<file path="config.mk">
export PLATFORM = sky130hd
export DESIGN_NAME = tick_sched_flat
export DESIGN_NICKNAME = d
export VERILOG_FILES = /design/src/rtl/tick_sched_pkg.sv /design/src/rtl/tick_sched_if.sv /design/src/rtl/tick_gen.sv /design/src/rtl/tick_sched.sv /design/src/flat_wrapper.sv
export SDC_FILE = /design/constraint.sdc
export NUM_CORES = 1
export LEC_CHECK = 0
export CAP_MARGIN = 20
export CORE_ASPECT_RATIO = 0.6
export CORE_MARGIN = 1
export CORE_UTILIZATION = 55
export DETAILED_ROUTE_END_ITERATION = 6
export HOLD_SLACK_MARGIN = 0.03
export PLACE_DENSITY = 0.74
export SYNTH_ARGS = -nofsm -noshare
export SYNTH_HDL_FRONTEND = slang
export SYNTH_SLANG_ARGS = --single-unit
</file>
<file path="constraint.sdc">
create_clock -name clk -period 2.2 [get_ports clk]
set_clock_uncertainty 0.05 [all_clocks]
set_input_delay 0.44 -clock clk [delete_from_list [all_inputs] [get_ports clk]]
set_output_delay 0.44 -clock clk [all_outputs]
set_load 0.005 [all_outputs]
</file>
<file path="src/rtl/tick_sched_pkg.sv">
// Shared types for the tick_sched timer scheduler: command opcodes and the
// per-channel state encoding.
package tick_sched_pkg;

    typedef enum logic [1:0] {
        OP_NOP            = 2'd0,
        OP_START_ONESHOT  = 2'd1,
        OP_START_PERIODIC = 2'd2,
        OP_STOP           = 2'd3
    } op_e;

    typedef enum logic [1:0] {
        ST_IDLE     = 2'd0,
        ST_ONESHOT  = 2'd1,
        ST_PERIODIC = 2'd2
    } ch_state_e;

endpackage

</file>
<file path="src/rtl/tick_sched_if.sv">
// Command port of tick_sched: valid/ready handshake carrying channel, opcode
// and period. The master drives the request, the scheduler is the slave.
interface tick_sched_if #(
    parameter int CH_NUM   = 4,
    parameter int PERIOD_W = 16
);
    import tick_sched_pkg::*;

    localparam int CH_W = $clog2(CH_NUM);

    logic                cmd_valid;
    logic                cmd_ready;
    logic [CH_W-1:0]     cmd_ch;
    op_e                 cmd_op;
    logic [PERIOD_W-1:0] cmd_period;

    modport master (
        output cmd_valid, cmd_ch, cmd_op, cmd_period,
        input  cmd_ready
    );

    modport slave (
        input  cmd_valid, cmd_ch, cmd_op, cmd_period,
        output cmd_ready
    );

endinterface

</file>
<file path="src/rtl/tick_gen.sv">
// Prescaler: counts 0..DIV_COUNT-1 and emits a registered one-clock tick
// whenever the count is zero, i.e. once every DIV_COUNT clocks.
module tick_gen #(
    parameter int DIV_COUNT = 10000
) (
    input  logic clk,
    input  logic rst,
    output logic tick
);
    localparam int CW = $clog2(DIV_COUNT);

    logic [CW-1:0] count;

    always_ff @(posedge clk) begin
        if (rst) begin
            count <= '0;
            tick  <= 1'b0;
        end else begin
            // NOTE: sequential state always uses non-blocking assignment so every
            // register samples the pre-edge value of every other register.
            tick <= (count == '0);
            if (count == CW'(DIV_COUNT - 1))
                count <= '0;
            else
                count <= count + CW'(1);
        end
    end

endmodule

</file>
<file path="src/rtl/tick_sched.sv">
// Multi-channel timer scheduler sharing one prescaler tick among CH_NUM
// down-counting channels. Define TICK_SCHED_IRQ_EN to add irq_mask/irq.
module tick_sched
    import tick_sched_pkg::*;
#(
    parameter int DIV_COUNT = 10000,
    parameter int CH_NUM    = 4,
    parameter int PERIOD_W  = 16
) (
    input  logic              clk,
    input  logic              rst,
    tick_sched_if.slave       cmd,
    input  logic [CH_NUM-1:0] pend_clr,
`ifdef TICK_SCHED_IRQ_EN
    input  logic [CH_NUM-1:0] irq_mask,
    output logic              irq,
`endif
    output logic              tick,
    output logic [CH_NUM-1:0] evt,
    output logic [CH_NUM-1:0] busy,
    output logic [CH_NUM-1:0] pend
);
    localparam int CH_W = $clog2(CH_NUM);

    logic              accept;
    logic [CH_NUM-1:0] evt_next;

    tick_gen #(.DIV_COUNT(DIV_COUNT)) u_tick_gen (
        .clk  (clk),
        .rst  (rst),
        .tick (tick)
    );

    // Commands are refused on tick cycles, so a channel never sees both at once.
    assign cmd.cmd_ready = !tick;
    assign accept        = cmd.cmd_valid && cmd.cmd_ready;

    for (genvar g = 0; g < CH_NUM; g++) begin : g_ch
        ch_state_e           state_q, state_d;
        logic [PERIOD_W-1:0] cnt_q, cnt_d;
        logic [PERIOD_W-1:0] reload_q, reload_d;
        logic                hit;
        logic                expire;

        assign hit = accept && (cmd.cmd_ch == CH_W'(g));

        always_ff @(posedge clk) begin
            if (rst) begin
                state_q  <= ST_IDLE;
                cnt_q    <= '0;
                reload_q <= '0;
            end else begin
                state_q  <= state_d;
                cnt_q    <= cnt_d;
                reload_q <= reload_d;
            end
        end

        always_comb begin
            // NOTE: every combinational output gets a default first, so no path
            // through the block can leave a value unassigned and infer a latch.
            state_d  = state_q;
            cnt_d    = cnt_q;
            reload_d = reload_q;
            expire   = 1'b0;
            if (hit) begin
                case (cmd.cmd_op)
                    OP_START_ONESHOT, OP_START_PERIODIC: begin
                        if (cmd.cmd_period != '0) begin
                            cnt_d    = cmd.cmd_period;
                            reload_d = cmd.cmd_period;
                            state_d  = (cmd.cmd_op == OP_START_ONESHOT) ? ST_ONESHOT
                                                                         : ST_PERIODIC;
                        end else begin
                            state_d = ST_IDLE;
                            cnt_d   = '0;
                        end
                    end
                    OP_STOP: begin
                        state_d = ST_IDLE;
                        cnt_d   = '0;
                    end
                    default: ;
                endcase
            end else if (tick && state_q != ST_IDLE) begin
                if (cnt_q > PERIOD_W'(1)) begin
                    cnt_d = cnt_q - PERIOD_W'(1);
                end else begin
                    expire = 1'b1;
                    if (state_q == ST_PERIODIC) begin
                        cnt_d = reload_q;
                    end else begin
                        state_d = ST_IDLE;
                        cnt_d   = '0;
                    end
                end
            end
        end

        assign busy[g]     = (state_q != ST_IDLE);
        assign evt_next[g] = expire;
    end

    // Set wins over clear when an event and a clear strobe coincide.
    always_ff @(posedge clk) begin
        if (rst) begin
            evt  <= '0;
            pend <= '0;
        end else begin
            evt  <= evt_next;
            pend <= (pend & ~pend_clr) | evt;
        end
    end

`ifdef TICK_SCHED_IRQ_EN
    always_ff @(posedge clk) begin
        if (rst)
            irq <= 1'b0;
        else
            irq <= |(pend & irq_mask);
    end
`endif

endmodule

</file>
<file path="src/flat_wrapper.sv">
// flat-port wrapper written by rule: the top's interface ports become plain ports
module tick_sched_flat import tick_sched_pkg::*;
#(
    parameter int DIV_COUNT = 10000,
    parameter int CH_NUM    = 4,
    parameter int PERIOD_W  = 16
)
  (clk, rst, pend_clr, tick, evt, busy, pend, cmd_cmd_valid, cmd_cmd_ch, cmd_cmd_op, cmd_cmd_period, cmd_cmd_ready);
  tick_sched_if #(.CH_NUM(CH_NUM), .PERIOD_W(PERIOD_W)) cmd_i ();
  input  logic clk;
  input  logic rst;
  input  logic [CH_NUM-1:0] pend_clr;
  output logic tick;
  output logic [CH_NUM-1:0] evt;
  output logic [CH_NUM-1:0] busy;
  output logic [CH_NUM-1:0] pend;
  input wire logic [$bits(cmd_i.cmd_valid)-1:0] cmd_cmd_valid;
  input wire logic [$bits(cmd_i.cmd_ch)-1:0] cmd_cmd_ch;
  input wire logic [$bits(cmd_i.cmd_op)-1:0] cmd_cmd_op;
  input wire logic [$bits(cmd_i.cmd_period)-1:0] cmd_cmd_period;
  output wire logic [$bits(cmd_i.cmd_ready)-1:0] cmd_cmd_ready;
  assign cmd_i.cmd_valid = cmd_cmd_valid;
  assign cmd_i.cmd_ch = cmd_cmd_ch;
  assign cmd_i.cmd_op = cmd_cmd_op;
  assign cmd_i.cmd_period = cmd_cmd_period;
  assign cmd_cmd_ready = cmd_i.cmd_ready;
  tick_sched #(.DIV_COUNT(DIV_COUNT), .CH_NUM(CH_NUM), .PERIOD_W(PERIOD_W)) u_core (.clk(clk), .rst(rst), .cmd(cmd_i), .pend_clr(pend_clr), .tick(tick), .evt(evt), .busy(busy), .pend(pend));
endmodule
</file>
==> metrics.cfg <==
[grt]
grt_overflow = 0
grt_pass1_vias = 8050
grt_pass1_wl_um = 44400
grt_usage_pct = 37.0
antenna_found_initial = 1
grt_max_degree = 57

[timing]
finalSetupViolCount = 19
grt_setup_unrepaired = true
timing.final.ws_setup_ns = -0.143
worst_pin_slew_ns = 0.493
hold_violations = 0
fmax_ghz = 0.427
min_period_ns = 2.34
setup_tns_ns = -1.51
finalCritPeriodShare_pct = 107
relSlewSlack_pct = 67.0
hold_ws_ns = 0.326
drv_slew = 0

[min_path]
min_to = u_core.g_ch[1].reload_q[6]$_SDFFE_PP0P_
min_path_type = in -> reg
worstHoldPathCells = 2
hold_start = rst

[synth]
async_reset_ff_share_pct = 0
synth_area_leaders = dfxtp_1, nor2_1, mux2i_1, xor2_1, a21oi_1
synth.distinct_cells = 59
synthCells = 1016
yosysTopAreaCell = dfxtp_1
synth_ff_type = dfxtp_1
synth_edf_count = 0
yosysWarnings = 0
synth_fp_nets = 1056
synth_top_area_share_pct = 38.5
synth_area_mm2 = 0.00827
synth-seq-area-share_pct = 38.5
avgSynthCellArea_um2 = 8.14
synth_seq_cells = 159

[final_layout]
fin_area_mm2 = 0.0110
diodes = 0
drive_above_1_share_pct = 22.1
area_growth_syn_to_layout_pct = 32.4
fillers = 1071
nNetsFinal = 1228

[worst_setup_path]
cp.required_ns = 2.45
cp_data_arrival_time_ns = 2.59
path_class = reg -> reg
endpoint_kind = flip-flop
cp_max_fo = 6
critPathLaunch = u_core.g_ch[0].cnt_q[8]$_SDFFE_PP0P_
reg2reg_to = u_core.g_ch[0].cnt_q[1]$_SDFFE_PP0P_
r2r_start = u_core.g_ch[0].cnt_q[8]$_SDFFE_PP0P_
r2r_slack_ns = -0.14
reg2regPathDepth = 8
worst_setup_path_start_kind = flip-flop

[pwr]
p_int_uw = 5940
pwr-share-seq_pct = 35.8
p_switching_uw = 2710
peakVddDrop_mv = 0.418
swShare_pct = 31.3
clockPowerShare_pct = 35.8
p_leak_uw = 0.00484
combPwrFrac_pct = 28.4
powerDensity_mw_per_mm2 = 789

[drt]
drtIter0Drc = 1145
wirelength_um = 29700
wl_met2_um = 12100
top_layer = met4
met3WireLength_um = 4040
vias = 8839
drc = 1
final_antenna_net_count = 0
drtPass1Iterations = 7
met1_length_um = 12600
drt-vias-per-instance = 6.32
routedWlPerCell_um = 21.2

[clock_network]
cts_hold_buf = 0
cts_inserted_buffers = 17
cts_buffer_depth = 2
clock_sinks = 159
cts_tree = done
clock_latency_ns = 0.43
clockRootBuffer = clkbuf_16
path_clk_slew_ns = 0.07
ctsHtreeMaxLevel = 4

[status]
status = finished with violations
violations = design-rule violations, negative setup slack

[die]
die-height_um = 97.0
fp.dieW_um = 160
start_util_pct = 56.7
pin_count = 41
placeableCoreArea_mm2 = 0.0146
dieArea_mm2 = 0.0156
placementRows = 34

[run]
cap_violations = 0

[place]
io_buffers = 40
globalplace.congestion = 1.00
place_area_mm2 = 0.00994
hpwl_um = 20200

==> power groups by stage <==
stage / logic (µW) / registers (µW) / clock network, µW
after floorplan: 1240 / 3120 / 0
after global placement: 2020 / 3140 / 0
after detailed placement: 2040 / 3150 / 0
after CTS: 2080 / 3090 / 3080
after global routing: 2610 / 3100 / 3200
final: 2460 / 3100 / 3090
==> timing repair <==
item / in CTS / in global routing
pin swaps: 2 / 23
gates resized for setup: 7 / 62
setup endpoints to repair: 23 / 62
gates cloned: 0 / 3
buffers inserted: 0 / 9
==> critical path: stages (launching register included) <==
cell and delay (ns):
dfxtp_2 0.33, or4_4 0.54, or4_4 0.45, nor3_4 0.13, buf_4 0.14, buf_12 0.11, nor2_1 0.05, a311oi_1 0.31
a2111oi_2 0.10
==> flip-flops by register name, summed over array words and instances, names as in the netlist <==
signal                   flops
u_core.pend                  4
u_core.u_tick_gen.count     14
u_core.g_ch.state_q          8
u_core.g_ch.cnt_q           64
u_core.evt                   4
u_core.u_tick_gen.tick       1
u_core.g_ch.reload_q        64
==> layer usage <==
metal / vias up / GRT usage (%)
met5: - / 0
met4: 0 / 12.7
met3: 91 / 10.5
met2: 627 / 52.0
met1: 4083 / 53.6
li1: 4038 / -
==> final cells by class <==
type | count | area [µm²] | area share, %
Inverter | 21 | 78.8 | 0.719
Clock inverter | 12 | 158 | 1.44
Sequential cell | 159 | 3190 | 29.1
Tap cell | 198 | 248 | 2.26
Timing Repair Buffer | 214 | 1850 | 16.9
Clock buffer | 20 | 447 | 4.08
Multi-Input combinational cell | 775 | 4980 | 45.5
==> per-stage QoR <==
stage          setup WS, ns  std cells  total power, µW  util, %
6_report             -0.143       1399             8650     75.1
5_1_grt              -0.240       1399             8910     75.1
4_1_cts              -0.136       1387             8240     72.5
3_5_place_dp         -0.361       1355             5190     68.1
3_3_place_gp         -0.360       1355             5170     68.1
2_1_floorplan       -0.0736       1016             4370        -
==> cell families (layout without fill, tap and decap cells) <==
| logic type | after synthesis | count (layout) | share of synthesized area [%] |
|---|---|---|---|
| and+or+nand+nor | 460 | 460 | 27.0 |
| AOI/OAI and AO/OA | 182 | 182 | 14.7 |
| buffers and inverters | 82 | 267 | 4.05 |
| adders and majority gates | 13 | 13 | 1.97 |
| DFF | 159 | 159 | 38.5 |
| xor gates and xnor gates | 52 | 52 | 5.50 |
| muxes | 68 | 68 | 8.24 |
==> layout by cell type, fill, tap and decap left out, types with 29 or more instances in the layout <==
| cell type | count |
|---|---|
| nor4_1 | 30 |
| clkdlybuf4s50_1 | 39 |
| nor2_1 | 183 |
| dfxtp_1 | 154 |
| nand2_1 | 62 |
| xor2_1 | 29 |
| mux2i_1 | 67 |
| a21oi_1 | 46 |
| buf_4 | 159 |
| nor3_1 | 48 |
==> worst max-delay path by stage <==
stage          slack, ns                                    end  cells past startpoint
3_3_place_gp       -0.36   u_core.g_ch[3].cnt_q[2]$_SDFFE_PP0P_                      9
2_1_floorplan      -0.07   u_core.g_ch[0].cnt_q[0]$_SDFFE_PP0P_                      7
3_5_place_dp       -0.36  u_core.g_ch[1].cnt_q[15]$_SDFFE_PP0P_                      8
6_report           -0.14   u_core.g_ch[0].cnt_q[1]$_SDFFE_PP0P_                      8
4_1_cts            -0.14   u_core.g_ch[0].cnt_q[1]$_SDFFE_PP0P_                      6
5_1_grt            -0.24   u_core.g_ch[0].cnt_q[1]$_SDFFE_PP0P_                      8
==> cells in the mapped netlist, types with 3 or more instances <==
master	instances
o22ai_1	9
nand3_1	22
and3_1	15
nand4_1	10
buf_2	10
or4_1	7
a211oi_1	3
or2_2	5
ha_1	13
a31oi_1	18
nand3b_1	5
clkbuf_1	48
mux2i_1	67
a22oi_1	8
a222oi_1	3
or3_1	10
nor3b_1	6
nor2_1	187
a221oi_1	8
a2111oi_0	7
xnor2_1	23
a311oi_1	25
o21ai_0	30
nand2b_1	5
and2_1	8
a21oi_1	50
inv_1	21
nor3_1	50
nor2b_1	18
dfxtp_1	159
nor4_1	35
xor2_1	29
nand2_1	64
a41oi_1	3
Note: power is estimated with default switching activity, not from simulation.
